File: src/rtl/frame_rx_fsm_if.sv
// Bundle between the receive framer, the link word decoder, the CRC engine and the payload FIFO.
// slave = framer side, master = environment side.
interface frame_rx_fsm_if #(
   parameter int DW = 16
);
   logic          RX_VLD;
   logic          RX_K;
   logic [DW-1:0] RX_DATA;
   logic [DW-1:0] CRC_IN;
   logic          CRC_CLR;
   logic          CRC_EN;
   logic [DW-1:0] DATA_OUT;
   logic          DATA_VLD;
   logic          FRM_START;
   logic          FRM_END;
   logic          CRC_OK;
   logic          FRM_ERR;
   logic [2:0]    FRM_STATE;

   modport slave (
      input  RX_VLD, RX_K, RX_DATA, CRC_IN,
      output CRC_CLR, CRC_EN, DATA_OUT, DATA_VLD, FRM_START, FRM_END, CRC_OK, FRM_ERR, FRM_STATE
   );

   modport master (
      output RX_VLD, RX_K, RX_DATA, CRC_IN,
      input  CRC_CLR, CRC_EN, DATA_OUT, DATA_VLD, FRM_START, FRM_END, CRC_OK, FRM_ERR, FRM_STATE
   );
endinterface

File: src/rtl/frame_rx_fsm.sv
// Receive-side framer: parses SOP / preamble / SOF / payload / CRC / EOP and checks the trailing CRC.
// Define FRM_RX_STATS_EN to add saturating FRM_CNT, CRC_ERR_CNT and FRM_ERR_CNT counters.
module frame_rx_fsm #(
   parameter int            DW      = 16,
   parameter logic [DW-1:0] SOP_W   = 16'h01BC,
   parameter logic [DW-1:0] PRE_W   = 16'h55BC,
   parameter logic [DW-1:0] SOF_W   = 16'hD5BC,
   parameter logic [DW-1:0] EOP_W   = 16'hFDBC,
   parameter int            PRE_LEN = 3,
   parameter int            MAX_LEN = 1024
) (
   input  logic          CLK,
   input  logic          RST_N,
`ifdef FRM_RX_STATS_EN
   output logic [15:0]   FRM_CNT,
   output logic [15:0]   CRC_ERR_CNT,
   output logic [15:0]   FRM_ERR_CNT,
`endif
   frame_rx_fsm_if.slave bus
);

   localparam int LW = $clog2(MAX_LEN + 2);

   typedef enum logic [2:0] {
      IDLE  = 3'b000,
      PRE   = 3'b001,
      SOFW  = 3'b010,
      DATA  = 3'b011,
      CHECK = 3'b100,
      ERR   = 3'b101
   } state_t;

   state_t        state_q, state_d;
   logic [2:0]    pcnt_q, pcnt_d;
   logic [LW-1:0] len_q, len_d;
   logic [DW-1:0] hold_q, hold_d;
   logic          have_q, have_d;
   logic [DW-1:0] dout_q, dout_d;
   logic          dvld_q, dvld_d;
   logic          clr_q, clr_d;
   logic          start_q, start_d;
   logic          end_q, end_d;
   logic          ok_q, ok_d;
   logic          err_q, err_d;

   always_ff @(posedge CLK) begin
      // NOTE: every register uses <= so all of them sample the same pre-edge values.
      if (!RST_N) begin
         state_q <= IDLE;
         pcnt_q  <= '0;
         len_q   <= '0;
         hold_q  <= '0;
         have_q  <= 1'b0;
         dout_q  <= '0;
         dvld_q  <= 1'b0;
         clr_q   <= 1'b0;
         start_q <= 1'b0;
         end_q   <= 1'b0;
         ok_q    <= 1'b0;
         err_q   <= 1'b0;
      end else begin
         state_q <= state_d;
         pcnt_q  <= pcnt_d;
         len_q   <= len_d;
         hold_q  <= hold_d;
         have_q  <= have_d;
         dout_q  <= dout_d;
         dvld_q  <= dvld_d;
         clr_q   <= clr_d;
         start_q <= start_d;
         end_q   <= end_d;
         ok_q    <= ok_d;
         err_q   <= err_d;
      end
   end

   always_comb begin
      // NOTE: defaults first; any path that skips an assignment would otherwise infer a latch.
      state_d = state_q;
      pcnt_d  = pcnt_q;
      len_d   = len_q;
      hold_d  = hold_q;
      have_d  = have_q;
      dout_d  = dout_q;
      dvld_d  = 1'b0;
      clr_d   = 1'b0;
      start_d = 1'b0;
      end_d   = 1'b0;
      ok_d    = 1'b0;
      err_d   = 1'b0;
      case (state_q)
         IDLE: if (bus.RX_VLD && bus.RX_K && bus.RX_DATA == SOP_W) begin
            state_d = PRE;
            pcnt_d  = '0;
         end
         PRE: if (bus.RX_VLD) begin
            if (bus.RX_K && bus.RX_DATA == PRE_W) begin
               if (pcnt_q == 3'(PRE_LEN - 1)) state_d = SOFW;
               else                           pcnt_d  = pcnt_q + 3'd1;
            end else begin
               state_d = ERR;
            end
         end
         SOFW: if (bus.RX_VLD) begin
            if (bus.RX_K && bus.RX_DATA == SOF_W) begin
               state_d = DATA;
               clr_d   = 1'b1;
               start_d = 1'b1;
               len_d   = '0;
               have_d  = 1'b0;
            end else begin
               state_d = ERR;
            end
         end
         DATA: if (bus.RX_VLD) begin
            if (!bus.RX_K) begin
               // One-word delay line: the last word before EOP is the CRC and never leaves.
               if (have_q) begin
                  dout_d = hold_q;
                  dvld_d = 1'b1;
               end
               hold_d = bus.RX_DATA;
               have_d = 1'b1;
               len_d  = len_q + LW'(1);
               if (len_d == LW'(MAX_LEN + 1)) state_d = ERR;
            end else if (bus.RX_DATA == EOP_W) begin
               state_d = have_q ? CHECK : ERR;
            end else if (bus.RX_DATA == SOP_W) begin
               err_d   = 1'b1;
               state_d = PRE;
               pcnt_d  = '0;
            end else begin
               state_d = ERR;
            end
         end
         CHECK: begin
            end_d   = 1'b1;
            ok_d    = (hold_q == bus.CRC_IN);
            state_d = IDLE;
         end
         ERR: begin
            err_d   = 1'b1;
            state_d = IDLE;
         end
         default: state_d = IDLE;
      endcase
   end

   assign bus.CRC_CLR   = clr_q;
   assign bus.CRC_EN    = dvld_q;
   assign bus.DATA_OUT  = dout_q;
   assign bus.DATA_VLD  = dvld_q;
   assign bus.FRM_START = start_q;
   assign bus.FRM_END   = end_q;
   assign bus.CRC_OK    = ok_q;
   assign bus.FRM_ERR   = err_q;
   assign bus.FRM_STATE = state_q;

`ifdef FRM_RX_STATS_EN
   logic [15:0] frm_cnt_q, crc_err_cnt_q, frm_err_cnt_q;

   always_ff @(posedge CLK) begin
      if (!RST_N) begin
         frm_cnt_q     <= '0;
         crc_err_cnt_q <= '0;
         frm_err_cnt_q <= '0;
      end else begin
         if (end_q && ok_q && frm_cnt_q != 16'hFFFF)      frm_cnt_q     <= frm_cnt_q + 16'd1;
         if (end_q && !ok_q && crc_err_cnt_q != 16'hFFFF) crc_err_cnt_q <= crc_err_cnt_q + 16'd1;
         if (err_q && frm_err_cnt_q != 16'hFFFF)          frm_err_cnt_q <= frm_err_cnt_q + 16'd1;
      end
   end

   assign FRM_CNT     = frm_cnt_q;
   assign CRC_ERR_CNT = crc_err_cnt_q;
   assign FRM_ERR_CNT = frm_err_cnt_q;
`endif

endmodule
File: src/flat_wrapper.sv
// flat-port wrapper written by rule: the top's interface ports become plain ports
module frame_rx_fsm_flat 
#(
   parameter int            DW      = 16,
   parameter logic [DW-1:0] SOP_W   = 16'h01BC,
   parameter logic [DW-1:0] PRE_W   = 16'h55BC,
   parameter logic [DW-1:0] SOF_W   = 16'hD5BC,
   parameter logic [DW-1:0] EOP_W   = 16'hFDBC,
   parameter int            PRE_LEN = 3,
   parameter int            MAX_LEN = 1024
)
  (CLK, RST_N, bus_RX_VLD, bus_RX_K, bus_RX_DATA, bus_CRC_IN, bus_CRC_CLR, bus_CRC_EN, bus_DATA_OUT, bus_DATA_VLD, bus_FRM_START, bus_FRM_END, bus_CRC_OK, bus_FRM_ERR, bus_FRM_STATE);
  frame_rx_fsm_if #(.DW(DW)) bus_i ();
  input  logic CLK;
  input  logic RST_N;
  input wire logic [$bits(bus_i.RX_VLD)-1:0] bus_RX_VLD;
  input wire logic [$bits(bus_i.RX_K)-1:0] bus_RX_K;
  input wire logic [$bits(bus_i.RX_DATA)-1:0] bus_RX_DATA;
  input wire logic [$bits(bus_i.CRC_IN)-1:0] bus_CRC_IN;
  output wire logic [$bits(bus_i.CRC_CLR)-1:0] bus_CRC_CLR;
  output wire logic [$bits(bus_i.CRC_EN)-1:0] bus_CRC_EN;
  output wire logic [$bits(bus_i.DATA_OUT)-1:0] bus_DATA_OUT;
  output wire logic [$bits(bus_i.DATA_VLD)-1:0] bus_DATA_VLD;
  output wire logic [$bits(bus_i.FRM_START)-1:0] bus_FRM_START;
  output wire logic [$bits(bus_i.FRM_END)-1:0] bus_FRM_END;
  output wire logic [$bits(bus_i.CRC_OK)-1:0] bus_CRC_OK;
  output wire logic [$bits(bus_i.FRM_ERR)-1:0] bus_FRM_ERR;
  output wire logic [$bits(bus_i.FRM_STATE)-1:0] bus_FRM_STATE;
  assign bus_i.RX_VLD = bus_RX_VLD;
  assign bus_i.RX_K = bus_RX_K;
  assign bus_i.RX_DATA = bus_RX_DATA;
  assign bus_i.CRC_IN = bus_CRC_IN;
  assign bus_CRC_CLR = bus_i.CRC_CLR;
  assign bus_CRC_EN = bus_i.CRC_EN;
  assign bus_DATA_OUT = bus_i.DATA_OUT;
  assign bus_DATA_VLD = bus_i.DATA_VLD;
  assign bus_FRM_START = bus_i.FRM_START;
  assign bus_FRM_END = bus_i.FRM_END;
  assign bus_CRC_OK = bus_i.CRC_OK;
  assign bus_FRM_ERR = bus_i.FRM_ERR;
  assign bus_FRM_STATE = bus_i.FRM_STATE;
  frame_rx_fsm #(.DW(DW), .SOP_W(SOP_W), .PRE_W(PRE_W), .SOF_W(SOF_W), .EOP_W(EOP_W), .PRE_LEN(PRE_LEN), .MAX_LEN(MAX_LEN)) u_core (.CLK(CLK), .RST_N(RST_N), .bus(bus_i));
endmodule
File: config.mk
export PLATFORM = sky130hd
export DESIGN_NAME = frame_rx_fsm_flat
export DESIGN_NICKNAME = d
export VERILOG_FILES = /design/src/rtl/frame_rx_fsm_if.sv /design/src/rtl/frame_rx_fsm.sv /design/src/flat_wrapper.sv
export SDC_FILE = /design/constraint.sdc
export NUM_CORES = 1
export LEC_CHECK = 0
export ABC_AREA = 0
export CORE_MARGIN = 4
export CORE_UTILIZATION = 35
export DETAILED_ROUTE_END_ITERATION = 8
export PLACE_DENSITY = 0.69
export SYNTH_ARGS = -nofsm -noshare
export SYNTH_HDL_FRONTEND = slang
export SYNTH_SLANG_ARGS = --single-unit
export TNS_END_PERCENT = 100
File: constraint.sdc
create_clock -name CLK -period 2.4 [get_ports CLK]
set_input_delay 0.36 -clock CLK [delete_from_list [all_inputs] [get_ports CLK]]
set_output_delay 0.36 -clock CLK [all_outputs]
set_load 0.005 [all_outputs]
After elaboration in Yosys (flattened, before gate mapping)
Index checks and enable logic that the tools add are counted.
{"block": "op_classes", "n_addsub": 2, "bitwise": 4, "eq_ne": 25, "reduce_logical": 15, "n_mux": 40}
{"operator": "$mux W3", "n": 19}
{"operator": "$mux W11", "n": 4}
{"operator": "$eq A16 B16 Y1 const B", "n": 2}
{"operator": "$pmux W11 S2", "n": 1}
{"operator": "$eq A16 B15 Y1 const B", "n": 1}
{"operator": "$eq A16 B16 Y1", "n": 1}
{"operator": "$eq A16 B9 Y1 const B", "n": 1}
{"operator": "$ne A2 B2 Y1 const B", "n": 7}
{"operator": "$mux W1", "n": 12}
{"operator": "$pmux W3 S4", "n": 1}
{"operator": "$add A11 B1 Y11 const B", "n": 1}
{"operator": "$eq A11 B11 Y1 const B", "n": 1}
{"operator": "$eq A3 B2 Y1 const B", "n": 3}
{"operator": "$pmux W3 S3", "n": 1}
{"operator": "$reduce_and A9 Y1", "n": 1}
{"operator": "$ne A2 B1 Y1 const B", "n": 4}
{"operator": "$eq A3 B3 Y1 const B", "n": 2}
{"operator": "$reduce_and A3 Y1", "n": 2}
{"operator": "$reduce_and A6 Y1", "n": 1}
{"operator": "$reduce_and A5 Y1", "n": 1}
{"operator": "$logic_and A1 B1 Y1", "n": 4}
{"operator": "$not A1 Y1", "n": 4}
{"operator": "$pmux W1 S2", "n": 2}
{"operator": "$reduce_and A4 Y1", "n": 1}
{"operator": "9 further kinds", "n": 9}
{"block": "word_totals", "out_inout_bits": 26, "ff_bits": 55, "in_bits": 36, "word_cells": 97}

Longest topological paths before layout
Gate-level depths: netlist of run 1.
{"block": "logic_depth", "word_depth": 6, "depth_mapped": 8}

Least setup slack after synthesis of run 1
Ideal clock, no wire load.
{"block": "synth_path", "path_type": "register -> register", "startpoint": "register u_core.len_q[0]", "endpoint": "register u_core.state_q[0] (netlist: u_core.bus.FRM_STATE[0])", "path_slack_ns": 0.312, "n_path_buf": 1, "path_stages_with_launch": 9, "required_time_ns": 2.328, "arrival_time_ns": 2.016, "period_less_slack_ns": 2.088, "setup_ns": 0.072, "path_cell_list": "dfxtp_1 > ha_1 > buf_6 > and3_4 > or4b_1 > a22oi_1 > o2111ai_1 > a41oi_2 > mux2i_1"}
{"block": "synth_between", "elab_chain_len": 4}
{"item": "start, declared", "line": "frame_rx_fsm.sv:35", "text": "logic [LW-1:0] len_q, len_d;"}
{"item": "start signal, assigned", "line": "frame_rx_fsm.sv:64", "text": "len_q <= len_d;"}
{"item": "$add A11 B1 Y11", "line": "frame_rx_fsm.sv:124", "text": "len_d = len_q + LW'(1);"}
{"item": "$eq A11 B11 Y1", "line": "frame_rx_fsm.sv:125", "text": "if (len_d == LW'(MAX_LEN + 1)) state_d = ERR;"}
{"item": "$ne A3 B2 Y1 (no line)"}
{"item": "$reduce_and A6 Y1 (no line)"}
{"item": "end signal, assigned", "line": "frame_rx_fsm.sv:62", "text": "state_q <= state_d;"}
{"item": "end, declared", "line": "frame_rx_fsm.sv:33", "text": "state_t state_q, state_d;"}
No other way between the ends.
A chain may end at the register's enable or synchronous reset.

Worst setup path in the final report of run 1
{"block": "layout_path", "startpoint": "input bus_RX_DATA[2]", "endpoint": "register u_core.len_q[8]"}
{"block": "layout_between", "elab_chain_len": 4}
{"item": "start, declared", "line": "flat_wrapper.sv:18", "text": "input wire logic [$bits(bus_i.RX_DATA)-1:0] bus_RX_DATA;"}
{"item": "$eq A16 B16 Y1", "line": "frame_rx_fsm.sv:105", "text": "if (bus.RX_K && bus.RX_DATA == SOF_W) begin"}
{"item": "$logic_and A1 B1 Y1", "line": "frame_rx_fsm.sv:105"}
{"item": "$ne A2 B1 Y1 (no line)"}
{"item": "$reduce_and A5 Y1 (no line)"}
No other way between the ends.

==> results.tsv, run 1 <==
stage	metric	value	unit
status	status	complete, no violations	
clocking	root_buffer	clkbuf_8	
logic_synthesis	synth_area	0.002754	mm^2
die	fp.dieH	96.71	um
setup_path	required	2.60	ns
clocking	cts_inserted_buffers	5	
power_and_ir_drop	ir_drop	224.6	uV
logic_synthesis	ys_seq_elements	55	
placed_design	placed_area	0.003573	mm^2
setup_path	crit_chain	clkdlybuf4s50_1, nor4bb_1, buf_4, and4b_1, nand4_1, o311a_1, o21ai_0, o21ai_0	
drt	top_layer_used	met4	
logic_synthesis	yosysMostFrequentCell	nand2_1	
power_and_ir_drop	clockPowerShare	0.378	
placed_design	hpwl	5.496	mm
logic_synthesis	yosys_warnings	0	
layout	area_delta_synth_final	33.80	%
sta	hold_violations	0	
clocking	clockBufferDepth	2	
logic_synthesis	yosys.area_share.simple	0.2762	
setup_path	cp_max_fo	8	
logic_synthesis	syn_inst	352	
global_route	grt_max_degree	22	
power_and_ir_drop	p_int	1.304	mW
power_and_ir_drop	powerDensity	453.2	mW/mm^2
sta	rsz0062_at_grt	false	
sta	fmax	453.2	MHz
logic_synthesis	avgSynthCellArea	7.824	um^2
layout	final_cell_area	0.003685	mm^2
global_route	grt_pass1_wl	12.14	mm
clocking	htree_levels	2	
die	die_w	96.71	um
logic_synthesis	synth_fp_nets	392	
logic_synthesis	async_flop_share	0	
logic_synthesis	synth.distinct_cells	54	
clocking	cts_tree	yes	
setup_path	cp_slowest_cell	clkdlybuf4s50_1	
drt	first_iter_violations	136	
placed_design	io_buffers	61	
power_and_ir_drop	power.switching	365.9	uW
job	maxCapViolCount	0	
die	core	0.007687	mm^2
logic_synthesis	synth_edf_count	0	
clocking	cts_num_sinks	55	
logic_synthesis	synth_area_leaders	dfxtp_1 (40%), nand2_1 (11%), a21oi_1 (7.8%)	
logic_synthesis	synth_top_area_share	0.3998	
logic_synthesis	synth-compound-area-share	0.1795	
clocking	cts_hold_buf	0	
logic_synthesis	synthXorXnorAreaFrac	0.06679	
layout	diodes	0	
clocking	cts_resized	0	
sta	tightestPinTransition	0.5625	ns
die	die_area	0.009352	mm^2
logic_synthesis	synth_top_family_by_area	simple AND/OR/NAND/NOR gates	
drt	wl_met1	3.442	mm
drt	viasPerCell	5.190	
layout	finalNetCount	462	
clocking	postCtsSetupBuffers	0	
sta	holdWs	0.4621	ns
global_route	grt_pass1_vias	2487	
sta	min_period_over_period	0.9194	
drt	drt-total-wl	7.372	mm
setup_path	cp.arrival	2.40	ns
setup_path	end_kind	register	
clocking	clkTransAtPathRegs	0.10	ns
logic_synthesis	yosys.area.top_type	dfxtp_1	
sta	min_period	2.207	ns
global_route	track_usage	0.1538	
power_and_ir_drop	p_comb_frac	0.076	
global_route	antenna_found_initial	0	
die	io_pins	62	
drt	met3_length	334	um
clocking	insertion_delay	0.31	ns
setup_path	start_kind	primary input	
sta	fin_skew	0.01342	ns
sta	slew_headroom	0.6202	
worst_hold_path	min_path_type	register to register	
power_and_ir_drop	leakagePower	1.252	nW
setup_path	criticalPathCategory	primary input to register	
die	start_util	0.3582	
drt	detail-route-antenna-nets	0	
drt	wl_met2	3.504	mm
drt	drc	0	
drt	vias	2725	
logic_synthesis	yosys-top-cells-count	nand2_1 (83), dfxtp_1 (55), a21oi_1 (43), xnor2_1 (19), o21ai_0 (17)	
placed_design	place_congestion	0.8811	
logic_synthesis	synth_ff_type	dfxtp_1	
setup_path	crit_top_cell	o21ai_0	
logic_synthesis	synth_mux_area_frac	0.01090	
drt	wire_per_inst	14.04	um
global_route	gr-total-overflow	0	
sta	drv_slew	0	
logic_synthesis	synth-adder-area-share	0.01817	
drt	dr.pass1.iters	4	
layout	layout-drive-gt1-share	0.08747	
die	std_cell_rows	32	
setup_path	slowest_delay	0.48	ns
logic_synthesis	yosysSeqAreaShare	0.3998	
sta	setup_violations	0	
power_and_ir_drop	p_seq_frac	0.546	
power_and_ir_drop	p_sw_frac	0.2191	
layer usage:
| layer | track usage | up-vias |
|---|---|---|
| met5 | 0 | - |
| met4 | 0.03672 | 0 |
| met3 | 0.02451 | 8 |
| met2 | 0.2484 | 66 |
| met1 | 0.2151 | 1281 |
| li1 | - | 1370 |
worst max-delay path, delay by kind of cell:
| kind | cells | cell delay (ns) |
|---|---|---|
| AO/OA/AOI/OAI | 3 | 0.76 |
| buffers and inverters | 2 | 0.65 |
| AND/OR/NAND/NOR | 3 | 0.63 |
state kept, by name, indices dropped and copies added, names as in the netlist:
name and flops:
u_core.bus.DATA_OUT 16, u_core.hold_q 16, u_core.len_q 11, u_core.bus.FRM_STATE 3
u_core.pcnt_q 3, u_core.bus.CRC_CLR 1, u_core.bus.CRC_EN 1, u_core.bus.CRC_OK 1
u_core.bus.FRM_END 1, u_core.bus.FRM_ERR 1, u_core.have_q 1
power groups by stage:
stage,sequential (mW),combinational (mW),clock [mW]
after global placement,0.933,0.126,0
final,0.912,0.126,0.631
after floorplan,0.933,0.0373,0
after detailed placement,0.933,0.126,0
after CTS,0.912,0.126,0.649
after global routing,0.912,0.135,0.689
metrics by stage:
step	worst slack (ns)	std cells	TNS, ns	power, mW	utilization
2_1_floorplan	0.3119	352	0	0.9703	-
3_3_place_gp	-0.05701	517	-0.4601	1.059	0.4648
3_5_place_dp	-0.1151	517	-0.6883	1.059	0.4648
4_1_cts	0.2082	525	0	1.687	0.4793
5_1_grt	0.04912	525	0	1.737	0.4793
6_report	0.1935	525	0	1.670	0.4793
cells by family (layout without fill, tap and decap cells):
group                      after synthesis  in the layout
AOI/OAI and AO/OA                       83             83
muxes                                    3              3
xor gates and xnor gates                21             21
adders and majority gates                4              4
DFF                                     55             55
buffers and inverters                   29            100
and+or+nand+nor                        157            157
cell usage in the layout, fill, tap and decap left out, types with 4 or more instances in the layout:
| cell | synthesis | final |
|---|---|---|
| a21oi_1 | 43 | 43 |
| a31oi_1 | 4 | 4 |
| and3_1 | 6 | 6 |
| and4_1 | 4 | 4 |
| buf_4 | 2 | 22 |
| clkbuf_8 | 0 | 5 |
| clkdlybuf4s50_1 | 0 | 61 |
| dfxtp_1 | 55 | 55 |
| ha_1 | 4 | 4 |
| inv_1 | 7 | 7 |
| nand2_1 | 83 | 83 |
| nand3_1 | 13 | 13 |
| nand4_1 | 6 | 6 |
| nor2_1 | 16 | 16 |
| nor3_1 | 4 | 4 |
| o21ai_0 | 17 | 17 |
| xnor2_1 | 19 | 19 |
area by class of cell:
| class | instances | area (um^2) |
|---|---|---|
| flip-flops and latches | 55 | 1101 |
| fillers | 753 | 4003 |
| well taps | 102 | 127.6 |
| multi-input cells | 268 | 1519 |
| clock buffers | 6 | 72.57 |
| clock inverters | 2 | 38.79 |
| inverters | 8 | 30.03 |
| repair buffers | 84 | 795.8 |
path summary, 6_finish.rpt:
path	cells after the start	slack, ns	to	from
max	8	0.19	u_core.len_q[8]	bus_RX_DATA[2]
min	2	0.46	u_core.bus.DATA_OUT[0]	u_core.bus.DATA_OUT[0]
max reg2reg	7	0.23	u_core.bus.FRM_STATE[1]	u_core.len_q[0]
min reg2reg	2	0.46	u_core.bus.DATA_OUT[0]	u_core.bus.DATA_OUT[0]
(Power assumes the default switching activity.)
==> run 2, diff against run 1 <==
Settings changed: SLEW_MARGIN set to 40.
==> results of run 2 <==
The final DEF is identical to that of run 1; final timing and power are the same.
==> run 3, diff against run 2 <==
Settings changed: CELL_PAD_IN_SITES_DETAIL_PLACEMENT set to 1, CELL_PAD_IN_SITES_GLOBAL_PLACEMENT set to 1, CORE_UTILIZATION 35 to 36, PLACE_DENSITY 0.69 to 0.89.
==> results.tsv, run 3 (synthesized netlist as in run 1, its figures left out) <==
stage	metric	value	unit	change
power_and_ir_drop	power.switching	372.7	uW	+1.9%
power_and_ir_drop	p_sw_frac	0.2219		+0.002736
worst_hold_path	holdPathEnd	u_core.bus.DATA_OUT[0]		
clocking	clockBufferDepth	2		unchanged
power_and_ir_drop	clockPowerShare	0.377		about the same
global_route	track_usage	0.2021		+0.04824
power_and_ir_drop	leakagePower	1.276	nW	+1.9%
placed_design	place_congestion	0.9823		+11%
setup_path	start_kind	register		
layout	nFillCells	884		+17%
clocking	cts_tree	yes		
layout	multiInputGateArea	0.001538	mm^2	+1.2%
placed_design	place_inst	519		+0.39%
die	die_area	0.009113	mm^2	-2.6%
power_and_ir_drop	p_comb_frac	0.080		+0.004
global_route	antenna_found_initial	0		unchanged
layout	area_delta_synth_final	35.26	%	
status	status	complete, no violations		
sta	tns	0	ns	unchanged
setup_path	cp_max_fo	3		-5
clocking	cts_num_sinks	55		unchanged
sta	tightestPinTransition	0.5370	ns	-0.02559 ns
setup_path	cp.arrival	2.49	ns	+0.09 ns
setup_path	end_kind	register		
clocking	clkTransAtPathRegs	0.10	ns	about the same
drt	wire_per_inst	16.93	um	+21%
layout	final_cell_mix	nand2_1 (83), clkdlybuf4s50_1 (61), dfxtp_1 (55), a21oi_1 (43), buf_4 (28)		
global_route	gr-total-overflow	0		unchanged
drt	detail-route-antenna-nets	0		unchanged
clocking	insertion_delay	0.31	ns	about the same
setup_path	worstRegToRegCells	7		unchanged
sta	holdWs	0.4641	ns	+0.001978 ns
global_route	grt_max_degree	36		+64%
sta	slew_headroom	0.6415		+0.02133
setup_path	required	2.64	ns	+0.04 ns
global_route	grt_pass1_vias	2966		+19%
placed_design	io_buffers	61		unchanged
sta	drv_slew	0		unchanged
sta	setup_violations	0		unchanged
drt	drc	0		unchanged
drt	vias	2868		+5.2%
worst_hold_path	worstHoldStart	u_core.bus.DATA_OUT[0]		
clocking	htree_levels	2		unchanged
drt	viasPerCell	5.442		+4.8%
die	core	0.007331	mm^2	-4.6%
drt	drt-total-wl	8.924	mm	+21%
layout	register_area	0.001101	mm^2	unchanged
layout	final_util	0.5081		+0.02878
power_and_ir_drop	ir_drop	213.3	uV	-5.0%
power_and_ir_drop	p_seq_frac	0.543		-0.003
global_route	grt_pass1_wl	14.41	mm	+19%
clocking	root_buffer	clkbuf_8		
placed_design	hpwl	6.749	mm	+23%
drt	dr.pass1.iters	4		unchanged
worst_hold_path	min_path_type	register to register		
setup_path	r2r_slack	0.16	ns	-0.07 ns
power_and_ir_drop	p_int	1.307	mW	+0.26%
sta	hold_violations	0		unchanged
sta	fin_skew	0.004282	ns	-0.009136 ns
sta	min_period_over_period	0.9349		+0.01556
sta	setup_ws	0.1561	ns	-0.03735 ns
die	die_w	95.46	um	-1.3%
die	io_pins	62		unchanged
layout	fin_cells	527		+0.38%
drt	first_iter_violations	127		-6.6%
placed_design	post-place-ws	-0.2367	ns	-0.1216 ns
die	fp.dieH	95.46	um	-1.3%
layout	layout-drive-gt1-share	0.1075		+0.02001
setup_path	criticalPathCategory	register to register		
layout	diodes	0		unchanged
sta	min_period	2.244	ns	+0.03735 ns
layout	finalNetCount	467		+1.1%
sta	fmax	445.7	MHz	-1.7%
clocking	cts_inserted_buffers	5		unchanged
layout	layout.cells.most_common	nand2_1		
die	start_util	0.3757		+0.01743
power_and_ir_drop	powerDensity	451.1	mW/mm^2	-0.47%
job	maxCapViolCount	0		unchanged
setup_path	rr_startpoint	u_core.len_q[0]		
sta	rsz0062_at_grt	false		
worst_hold_path	holdPathStages	2		unchanged
setup_path	r2r_end	u_core.bus.FRM_STATE[1]		
die	std_cell_rows	31		-3.1%
run 3: cell count changes in the layout (fill, tap and decap cells not counted), sizes merged:
cell	delta
buf	+5
run 3: worst max-delay path, cell delays in order, from the launching register on:
cell and delay [ns]:
dfxtp_1 0.34, ha_1 0.22, and3_4 0.19, or4b_1 0.50, a22oi_2 0.22, o2111ai_2 0.19, a41oi_2 0.29, mux2i_1 0.23
run 3: metrics by stage:
| step | cell area [um^2] | power (mW) |
|---|---|---|
| after CTS | 3706 | 1.695 |
| after global placement | 3595 | 1.062 |
| after global routing | 3725 | 1.742 |
| after detailed placement | 3595 | 1.065 |
| final | 3725 | 1.680 |
| after floorplan | 2754 | 0.9703 |
run 3: routing by layer:
metal / share of wire / wire length (um) / vias to the layer above / GRT usage
li1: - / - / 1380 / -
met4: 0.013 / 112 / 0 / 0.05687
met1: 0.43 / 3853 / 1403 / 0.2553
met5: 0 / 0 / - / 0
met2: 0.51 / 4529 / 72 / 0.3481
met3: 0.048 / 428 / 13 / 0.04104
run 3: worst max path at each step:
stage | to | depth (start not counted) | start | slack (ns)
finish | u_core.bus.FRM_STATE[1] | 7 | u_core.len_q[0] | 0.16
global route | u_core.bus.FRM_STATE[1] | 9 | bus_RX_DATA[2] | 0.008
CTS | u_core.bus.FRM_STATE[1] | 7 | u_core.len_q[0] | 0.05
detailed placement | u_core.pcnt_q[2] | 9 | bus_RX_DATA[2] | -0.24
global placement | u_core.len_q[3] | 8 | bus_RX_DATA[2] | -0.04
floorplan | u_core.bus.FRM_STATE[0] | 8 | u_core.len_q[0] | 0.31
run 3: cell type report:
cell class,instances,area share
inverter,8,0.008062
clock inverter,2,0.01041
timing repair buffer,89,0.2204
multi-input combinational,268,0.4128
tap,99,0.03326
sequential,55,0.2956
clock buffer,6,0.01948
run 3: timing repair:
item,CTS,global route
hold buffers,0,0
setup endpoints to repair,0,4
gates resized for setup,0,5
buffers inserted,0,0
run 3: power by group through the flow:
| stage | registers, mW | clock network (mW) | logic (mW) |
|---|---|---|---|
| 4_1_cts | 0.912 | 0.651 | 0.133 |
| 2_1_floorplan | 0.933 | 0 | 0.0373 |
| 3_5_place_dp | 0.933 | 0 | 0.132 |
| 3_3_place_gp | 0.933 | 0 | 0.129 |
| 5_1_grt | 0.912 | 0.687 | 0.143 |
| 6_report | 0.912 | 0.634 | 0.134 |
